$ cat config.mk
export PLATFORM = sky130hd
export DESIGN_NAME = mmio_uart_tx
export DESIGN_NICKNAME = d
export VERILOG_FILES = /design/src/rtl/riscv_mmio_pkg.sv /design/src/rtl/sync_fifo.sv /design/src/rtl/mmio_uart_tx.sv
export SDC_FILE = /design/constraint.sdc
export NUM_CORES = 1
export LEC_CHECK = 0
export BUFFER_PORTS_ARGS = -buffer_cell sky130_fd_sc_hd__buf_2
export CAP_MARGIN = 30
export CORE_ASPECT_RATIO = 1.5
export CORE_MARGIN = 3
export CORE_UTILIZATION = 50
export CTS_CLUSTER_SIZE = 14
export DETAILED_ROUTE_END_ITERATION = 16
export PLACE_DENSITY = 0.74
export SYNTH_ARGS = -nofsm -noshare
export SYNTH_HDL_FRONTEND = slang
export SYNTH_SLANG_ARGS = --single-unit
$ cat constraint.sdc
create_clock -name clk -period 6.9 [get_ports clk]
set_input_delay 1.38 -clock clk [delete_from_list [all_inputs] [get_ports clk]]
set_output_delay 1.38 -clock clk [all_outputs]
set_load 0.02 [all_outputs]
$ cat src/rtl/riscv_mmio_pkg.sv
// Shared definitions for the memory-mapped UART transmitter: register offsets,
// STATUS bit layout and the TX state encoding.
package riscv_mmio_pkg;

    localparam logic [2:0] TXDATA_OFFSET = 3'h0;
    localparam logic [2:0] STATUS_OFFSET = 3'h4;

    localparam int unsigned ST_BUSY    = 0;
    localparam int unsigned ST_FULL    = 1;
    localparam int unsigned ST_EMPTY   = 2;
    localparam int unsigned ST_OVF     = 3;
    localparam int unsigned ST_COUNT   = 8;
    localparam int unsigned ST_COUNT_W = 5;

    typedef enum logic [1:0] {
        TX_IDLE,
        TX_START,
        TX_DATA,
        TX_STOP
    } tx_state_e;

endpackage

$ cat src/rtl/sync_fifo.sv
// Synchronous FIFO with power-of-two depth; head is combinationally valid on dout.
// Push while full and pop while empty are ignored.
module sync_fifo #(
    parameter int unsigned WIDTH = 8,
    parameter int unsigned DEPTH = 8
) (
    input  logic                     clk,
    input  logic                     reset,
    input  logic                     push,
    input  logic                     pop,
    input  logic [WIDTH-1:0]         din,
    output logic [WIDTH-1:0]         dout,
    output logic                     full,
    output logic                     empty,
    output logic [$clog2(DEPTH):0]   count
);

    localparam int unsigned AW = $clog2(DEPTH);
    localparam int unsigned CW = AW + 1;

    logic [WIDTH-1:0] mem_q [DEPTH];
    logic [WIDTH-1:0] mem_d [DEPTH];
    logic [AW-1:0]    wr_ptr_q, wr_ptr_d;
    logic [AW-1:0]    rd_ptr_q, rd_ptr_d;
    logic [CW-1:0]    count_q, count_d;
    logic             push_ok, pop_ok;

    always_comb begin
        full    = (count_q == CW'(DEPTH));
        empty   = (count_q == '0);
        count   = count_q;
        dout    = mem_q[rd_ptr_q];
        push_ok = push & ~full;
        pop_ok  = pop & ~empty;
    end

    always_comb begin
        mem_d    = mem_q;
        wr_ptr_d = wr_ptr_q;
        rd_ptr_d = rd_ptr_q;
        count_d  = count_q;
        if (push_ok) begin
            mem_d[wr_ptr_q] = din;
            wr_ptr_d        = wr_ptr_q + AW'(1);
        end
        if (pop_ok) begin
            rd_ptr_d = rd_ptr_q + AW'(1);
        end
        case ({push_ok, pop_ok})
            2'b10:   count_d = count_q + CW'(1);
            2'b01:   count_d = count_q - CW'(1);
            default: count_d = count_q;
        endcase
    end

    always_ff @(posedge clk) begin
        mem_q <= mem_d;
    end

    always_ff @(posedge clk) begin
        if (reset) begin
            wr_ptr_q <= '0;
            rd_ptr_q <= '0;
            count_q  <= '0;
        end else begin
            wr_ptr_q <= wr_ptr_d;
            rd_ptr_q <= rd_ptr_d;
            count_q  <= count_d;
        end
    end

endmodule

$ cat src/rtl/mmio_uart_tx.sv
// Memory-mapped 8N1 UART transmitter: TXDATA pushes into a FIFO, STATUS reports
// busy/full/empty/overflow/count; frames are sent back-to-back while data is queued.
module mmio_uart_tx
    import riscv_mmio_pkg::*;
#(
    parameter logic [31:0] BASE_ADDR    = 32'hFFFF_0000,
    parameter int unsigned CLKS_PER_BIT = 16,
    parameter int unsigned FIFO_DEPTH   = 8
) (
    input  logic        clk,
    input  logic        reset,
    input  logic [31:0] address,
    input  logic        dram_read,
    input  logic        dram_write,
    input  logic [31:0] write_data,
    output logic [31:0] read_data,
    output logic        sel,
    output logic        tx
);

    localparam logic [15:0] LAST_CNT = 16'(CLKS_PER_BIT - 1);

    logic [7:0]                  fifo_dout;
    logic                        fifo_full, fifo_empty, fifo_pop, push_req;
    logic [$clog2(FIFO_DEPTH):0] fifo_count;
    logic                        is_status, ovf_clr;
    logic [31:0]                 status;
    logic                        unused_bits;

    tx_state_e   state_q, state_d;
    logic [15:0] cnt_q, cnt_d;
    logic [2:0]  idx_q, idx_d;
    logic [7:0]  shift_q, shift_d;
    logic        tx_q, tx_d;
    logic        ovf_q, ovf_d;
    logic        wrap;

    always_comb begin
        sel         = (address[31:3] == BASE_ADDR[31:3]);
        is_status   = (address[2] == STATUS_OFFSET[2]);
        push_req    = sel & dram_write & ~is_status;
        ovf_clr     = sel & dram_write & is_status & write_data[ST_OVF];
        unused_bits = ^{address[1:0], write_data[31:8]};
    end

    always_comb begin
        status                          = '0;
        status[ST_BUSY]                 = (state_q != TX_IDLE);
        status[ST_FULL]                 = fifo_full;
        status[ST_EMPTY]                = fifo_empty;
        status[ST_OVF]                  = ovf_q;
        status[ST_COUNT +: ST_COUNT_W]  = 5'(fifo_count);
        read_data = (sel & dram_read & is_status) ? status : 32'h0;
        tx        = tx_q;
    end

    sync_fifo #(
        .WIDTH (8),
        .DEPTH (FIFO_DEPTH)
    ) u_fifo (
        .clk   (clk),
        .reset (reset),
        .push  (push_req),
        .pop   (fifo_pop),
        .din   (write_data[7:0]),
        .dout  (fifo_dout),
        .full  (fifo_full),
        .empty (fifo_empty),
        .count (fifo_count)
    );

    // Set has priority over a same-cycle clear so an overflow is never lost.
    always_comb begin
        ovf_d = ovf_q;
        if (ovf_clr)               ovf_d = 1'b0;
        if (push_req && fifo_full) ovf_d = 1'b1;
    end

    always_comb begin
        state_d  = state_q;
        cnt_d    = cnt_q;
        idx_d    = idx_q;
        shift_d  = shift_q;
        fifo_pop = 1'b0;
        wrap     = (cnt_q == LAST_CNT);
        if (state_q != TX_IDLE) begin
            cnt_d = wrap ? '0 : cnt_q + 16'd1;
        end
        case (state_q)
            TX_IDLE: begin
                cnt_d = '0;
                if (!fifo_empty) begin
                    fifo_pop = 1'b1;
                    shift_d  = fifo_dout;
                    idx_d    = '0;
                    state_d  = TX_START;
                end
            end
            TX_START: begin
                if (wrap) begin
                    idx_d   = '0;
                    state_d = TX_DATA;
                end
            end
            TX_DATA: begin
                if (wrap) begin
                    if (idx_q == 3'd7) state_d = TX_STOP;
                    else               idx_d   = idx_q + 3'd1;
                end
            end
            TX_STOP: begin
                if (wrap) begin
                    if (!fifo_empty) begin
                        fifo_pop = 1'b1;
                        shift_d  = fifo_dout;
                        idx_d    = '0;
                        state_d  = TX_START;
                    end else begin
                        state_d  = TX_IDLE;
                    end
                end
            end
            default: state_d = TX_IDLE;
        endcase
        // Line level follows the next state so tx changes on the same edge as the FSM.
        case (state_d)
            TX_START: tx_d = 1'b0;
            TX_DATA:  tx_d = shift_d[idx_d];
            default:  tx_d = 1'b1;
        endcase
    end

    always_ff @(posedge clk) begin
        if (reset) begin
            state_q <= TX_IDLE;
            cnt_q   <= '0;
            idx_q   <= '0;
            shift_q <= '0;
            tx_q    <= 1'b1;
            ovf_q   <= 1'b0;
        end else begin
            state_q <= state_d;
            cnt_q   <= cnt_d;
            idx_q   <= idx_d;
            shift_q <= shift_d;
            tx_q    <= tx_d;
            ovf_q   <= ovf_d;
        end
    end

endmodule

Word-level counts from Yosys, hierarchy flattened
Index checks and enable logic that the tools add are counted.
W data, S select, Z words.

cells by class
  bitwise logic cells = 13
  $add $sub $neg = 6
  muxes and demuxes = 33
  multiply operators = 0
  divide/modulo/power cells = 0
  equal/unequal tests = 11
  reductions and logical operators = 8
  shifts and indexed selects = 0
  $lt $le $gt $ge = 4

operator list
  cell                     number
  $bwmux W64               1
  $mux W8                  5
  $eq A29 B29 Y1 const B   1
  $bmux W8 S3              1
  $demux W8 S3             1
  $add A16 B1 Y16 const B  1
  $eq A16 B4 Y1 const B    1
  $mux W16                 1
  $pmux W8 S2              1
  $mux W3                  5
  $mux W12                 1
  $pmux W3 S4              1
  $mux W2                  5
  $add A3 B1 Y3 const B    3
  $and A1 B1 Y1            8
  $eq A2 B2 Y1 const B     4
  $ge A4 B4 Y1 const B     2
  $not A3 Y4               2
  $pmux W2 S4              1
  $pmux W4 S2              1
  $eq A2 B1 Y1 const B     3
  $mux W1                  6
  $reduce_bool A2 Y1       3
  $add A4 B1 Y4 const B    1
  other kinds (12)         16

storage, ports and cells
  memory bits (read-only) = 0
  register bits = 105
  bits in latches = 0
  output and inout bits = 34
  memory bits (writable) = 0
  memories kept = 0

Logic depth before layout (Yosys ltp)
  depth after elaboration = 10
  depth in mapped cells = 13

Modules after synthesis
A second synthesis with hierarchy kept.

second synthesis, totals
  cells, all modules = 384
  area total of the unflattened synthesis = 4911.0 um^2

modules (own cells, without submodules)
  module        seq. area each (um^2)  area each (um^2)  instances  cells each
  sync_fifo     2122.0                 3057.9            1          163
  mmio_uart_tx  620.6                  1853.0            1          221

Worst setup path after synthesis
No wires, ideal clock.

  path kind = input -> output
  start point = in address[8]
  end point = out read_data[0]
  path buffers = 0
  setup slack = 2.395 ns
  cell stages on the path = 5
  arrival time = 3.125 ns
  cell sequence = nor4b_1 nand4_1 nor4_2 and3_1 nor2b_1

between the ends
  longest elaborated chain between the ends = 4

ends and longest elaborated chain
  what                         line                source
  start, declared              mmio_uart_tx.sv:12  input logic [31:0] address,
  $eq A29 B29 Y1               mmio_uart_tx.sv:39  sel = (address[31:3] == BASE_ADDR[31:3]);
  named net sel                mmio_uart_tx.sv:17  output logic sel,
  $and A1 B1 Y1 (2 in series)  mmio_uart_tx.sv:53  read_data = (sel & dram_read & is_status) ? status : 32'h0;
  $mux W12                     mmio_uart_tx.sv:53
  end, declared                mmio_uart_tx.sv:16  output logic [31:0] read_data,

The timed path passes the listed nets, and every way through them passes these cells.

Final worst setup path
  start point = in address[8]
  end point = out read_data[9]

between the ends
  longest elaborated chain between the ends = 4

ends and longest elaborated chain
  what                         line
  $eq A29 B29 Y1               mmio_uart_tx.sv:39
  $and A1 B1 Y1 (2 in series)  mmio_uart_tx.sv:53
  $mux W12                     mmio_uart_tx.sv:53

Every way passes these cells.

==> impl_metrics.json <==
{
  "power.share.sequential": 0.496,
  "switchingPower_uw": 375.7,
  "setup_viol": 0,
  "worst-path-buf-inv": 2,
  "io_buffers": 51,
  "cts_resized": 0,
  "crit_path_start_kind": "input port",
  "die_h_um": 127.8,
  "clk_path_buf_depth": 2,
  "drtAntennaViolNets": 0,
  "path_cells": "buf_2 > nor4b_1 > nand4_1 > nor4_2 > and3_1 > and2_2 > buf_2",
  "yosysUniqueCellTypes": 58,
  "drt-total-wl_mm": 9.038,
  "grt_pass1_vias": 2981,
  "power.share.clock": 0.354,
  "dp_hpwl_mm": 6.428,
  "grt_max_degree": 27,
  "crit_slowest_cell": "nor4_2",
  "fin_crit_ns": 4.420,
  "synth.most_common_cell": "edfxtp_1",
  "cp_max_fo": 8,
  "io_pins": 102,
  "final.setup.tns_ns": 0,
  "rsz0062_at_grt": "false",
  "critPathLaunch": "address[8]",
  "final_cells": 557,
  "gr-total-overflow": 0,
  "rows": 43,
  "diodes": 0,
  "cts.sinks": 105,
  "fillers": 763,
  "cts_tree": "done",
  "core_area_sq_mm": 0.009469,
  "ys.flop_type": "edfxtp_1",
  "clk_latency_ns": 0.34,
  "htree_num_levels": 3,
  "track_usage": 0.1680,
  "max_freq_mhz": 226.2,
  "report.final.hold_viol_count": 0,
  "antenna_found_initial": 0,
  "slowest_delay_ns": 0.47,
  "rr_startpoint": "state_q[0]$_SDFF_PP0_",
  "drc": 0,
  "vias_per_cell": 5.490,
  "yosys-top-cells-area": "edfxtp_1 (39%), dfxtp_1 (17%), mux4_2 (6.8%)",
  "drv_cap": 0,
  "r2r_end": "u_fifo.count[2]$_SDFFE_PP0P_",
  "final_layout_size_suffix_gt1_frac": 0.2427,
  "fin_util": 0.5781,
  "grt_pass1_wl_mm": 14.41,
  "start_util": 0.5226,
  "required_ns": 5.52,
  "worstSetupEndpointType": "output port",
  "yosysSeqAreaShare": 0.5542,
  "min_from": "cnt_q[0]$_SDFFE_PP0P_",
  "synth_edf_count": 64,
  "hold_buffers": 0,
  "place.gp.congestion": 0.7573,
  "hold_path_depth": 1,
  "crit_type": "in -> out",
  "yosysTopAreaCellShare": 0.3884,
  "synthesis.instances": 390,
  "path_common_cell": "buf_2",
  "syn_avg_cell_area_sq_um": 12.69,
  "cp_top_family": "simple AND/OR/NAND/NOR gates",
  "async_flop_share": 0,
  "timing.final.crit_share": 0.6406,
  "syn-cell-area_sq_mm": 0.004948,
  "dr.pass1.iters": 4,
  "yosysWarningCount": 0,
  "synth_area_leader_cell": "edfxtp_1",
  "vias": 3058,
  "hold_class": "reg -> reg",
  "relSlewSlack": 0.3403,
  "syn_to_final_growth_pct": 10.62,
  "p_per_area_mw_per_mm2": 251.2,
  "holdPathEnd": "cnt_q[0]$_SDFFE_PP0P_",
  "arrival_ns": 3.04,
  "die-area_sq_mm": 0.01115,
  "wl_per_cell_um": 16.23,
  "p_leak_nw": 1.953,
  "dpl.cell_count": 541,
  "tightest_slew_ns": 0.9858,
  "synth.ff_latch_count": 105,
  "die_x_um": 87.23,
  "vdd_ir_drop_max_v": 0.0001900,
  "finish.net_count": 521,
  "outcome": "finished, final reports clean",
  "synth_commonest_cells": "edfxtp_1 (64), nor2_1 (47), dfxtp_1 (41)",
  "maxSlewViolCount": 0,
  "drt_iter0_drc": 123,
  "path_clk_slew_ns": 0.07,
  "r2r.worst_path.cells": 11,
  "comb_power_share": 0.149,
  "post_cts_buffers": 0,
  "numCtsBuffers": 9,
  "p_int_uw": 999.2,
  "skew_ns": 0.008563,
  "r2r_slack_ns": 3.75,
  "cts_root_buffer": "clkbuf_16",
  "switching_share": 0.2732
}
## registers in the layout, indices dropped and copies added, names as in the netlist
name,cells
u_fifo.count,4
idx_q,3
u_fifo.mem_q,64
u_fifo.rd_ptr_q,3
u_fifo.wr_ptr_q,3
tx,1
cnt_q,16
shift_q,8
ovf_q,1
state_q,2
## logic make-up (layout without fill, tap and decap cells)
group	Yosys count	in the layout	synth area share
AOI/OAI and AO/OA	44	44	0.06094
xor gates and xnor gates	20	20	0.03540
adders and majority gates	13	13	0.03287
buffers and inverters	41	73	0.05765
DFF	105	105	0.5542
muxes	29	29	0.1029
other	1	24	0.0007578
and+or+nand+nor	137	137	0.1552
## through the flow
stage	hold WS, ns	power, mW	instance area [sq um]	setup WS (ns)
4_1_cts	0.4552	1.387	5474	2.468
3_5_place_dp	0.4424	0.9001	5181	2.468
3_3_place_gp	0.4271	0.8959	5181	2.543
6_report	0.4518	1.375	5474	2.480
5_1_grt	0.4692	1.439	5474	2.286
2_1_floorplan	0.4135	0.8610	5035	2.395
## cells in the final DEF, fill, tap and decap left out, types with 2 or more instances in the layout
cell	synthesis	routed
nor3_1	5	3
nor4b_1	3	3
edfxtp_1	64	64
mux2i_1	4	4
o22ai_1	2	2
a21oi_1	16	16
nor3_2	1	3
nor4_1	2	2
nor2b_1	5	5
nand2_1	20	20
and3_1	7	7
mux4_2	15	15
mux2_2	8	8
dfxtp_1	41	41
buf_2	2	51
nand3_1	8	8
xor2_1	12	12
conb_1	1	24
a22oi_1	8	8
nand3b_1	3	3
and4_1	2	2
nand2b_1	4	4
a31oi_1	2	2
inv_1	4	4
or3_1	3	3
xnor2_1	8	8
nor2_1	47	47
inv_6	0	3
clkbuf_16	0	9
nand4_1	8	8
nor4_2	3	3
ha_1	13	13
o21ai_0	6	6
a211o_1	2	2
and2_1	6	6
## power groups by stage
stage	combinational [mW]	clock, mW	sequential (mW)
2_1_floorplan	0.164	0	0.697
3_3_place_gp	0.200	0	0.696
4_1_cts	0.205	0.500	0.682
5_1_grt	0.229	0.526	0.684
3_5_place_dp	0.204	0	0.696
6_report	0.205	0.487	0.682
## layout make-up
class,count,area (sq um),share of cell area
sequential,105,2743,0.5010
multi-input combinational,267,2017,0.3685
timing repair buffer,52,262.8,0.04800
clock buffer,9,225.2,0.04114
tap,112,140.1,0.02560
clock inverter,7,67.56,0.01234
inverter,5,18.77,0.003429
## worst reg2reg max path: stages, from the launching register on
cell      delay [ns]
dfxtp_1         0.41
ha_1            0.32
nor4bb_1        0.24
a41oi_1         0.21
nor2_2          0.51
ha_1            0.37
xor2_1          0.18
ha_1            0.17
a21oi_1         0.05
xor2_1          0.17
or3_1           0.32
a21oi_1         0.14
## routing by layer
layer / wire [um] / global-route usage / share of wire / vias to the layer above
li1: - / - / - / 1497
met1: 3543 / 0.1991 / 0.39 / 1498
met2: 5100 / 0.2940 / 0.56 / 51
met3: 226 / 0.03987 / 0.025 / 12
met4: 167 / 0.05962 / 0.018 / 0
met5: 0 / 0 / 0 / -
## worst max path at each step
stage	to	slack, ns	cells after the start
after floorplan	read_data[0]	2.40	5
after global placement	read_data[9]	2.54	7
after detailed placement	read_data[0]	2.47	7
after CTS	read_data[0]	2.47	7
after global routing	read_data[0]	2.29	7
final	read_data[9]	2.48	7
Power figures use the tool's default switching activity.
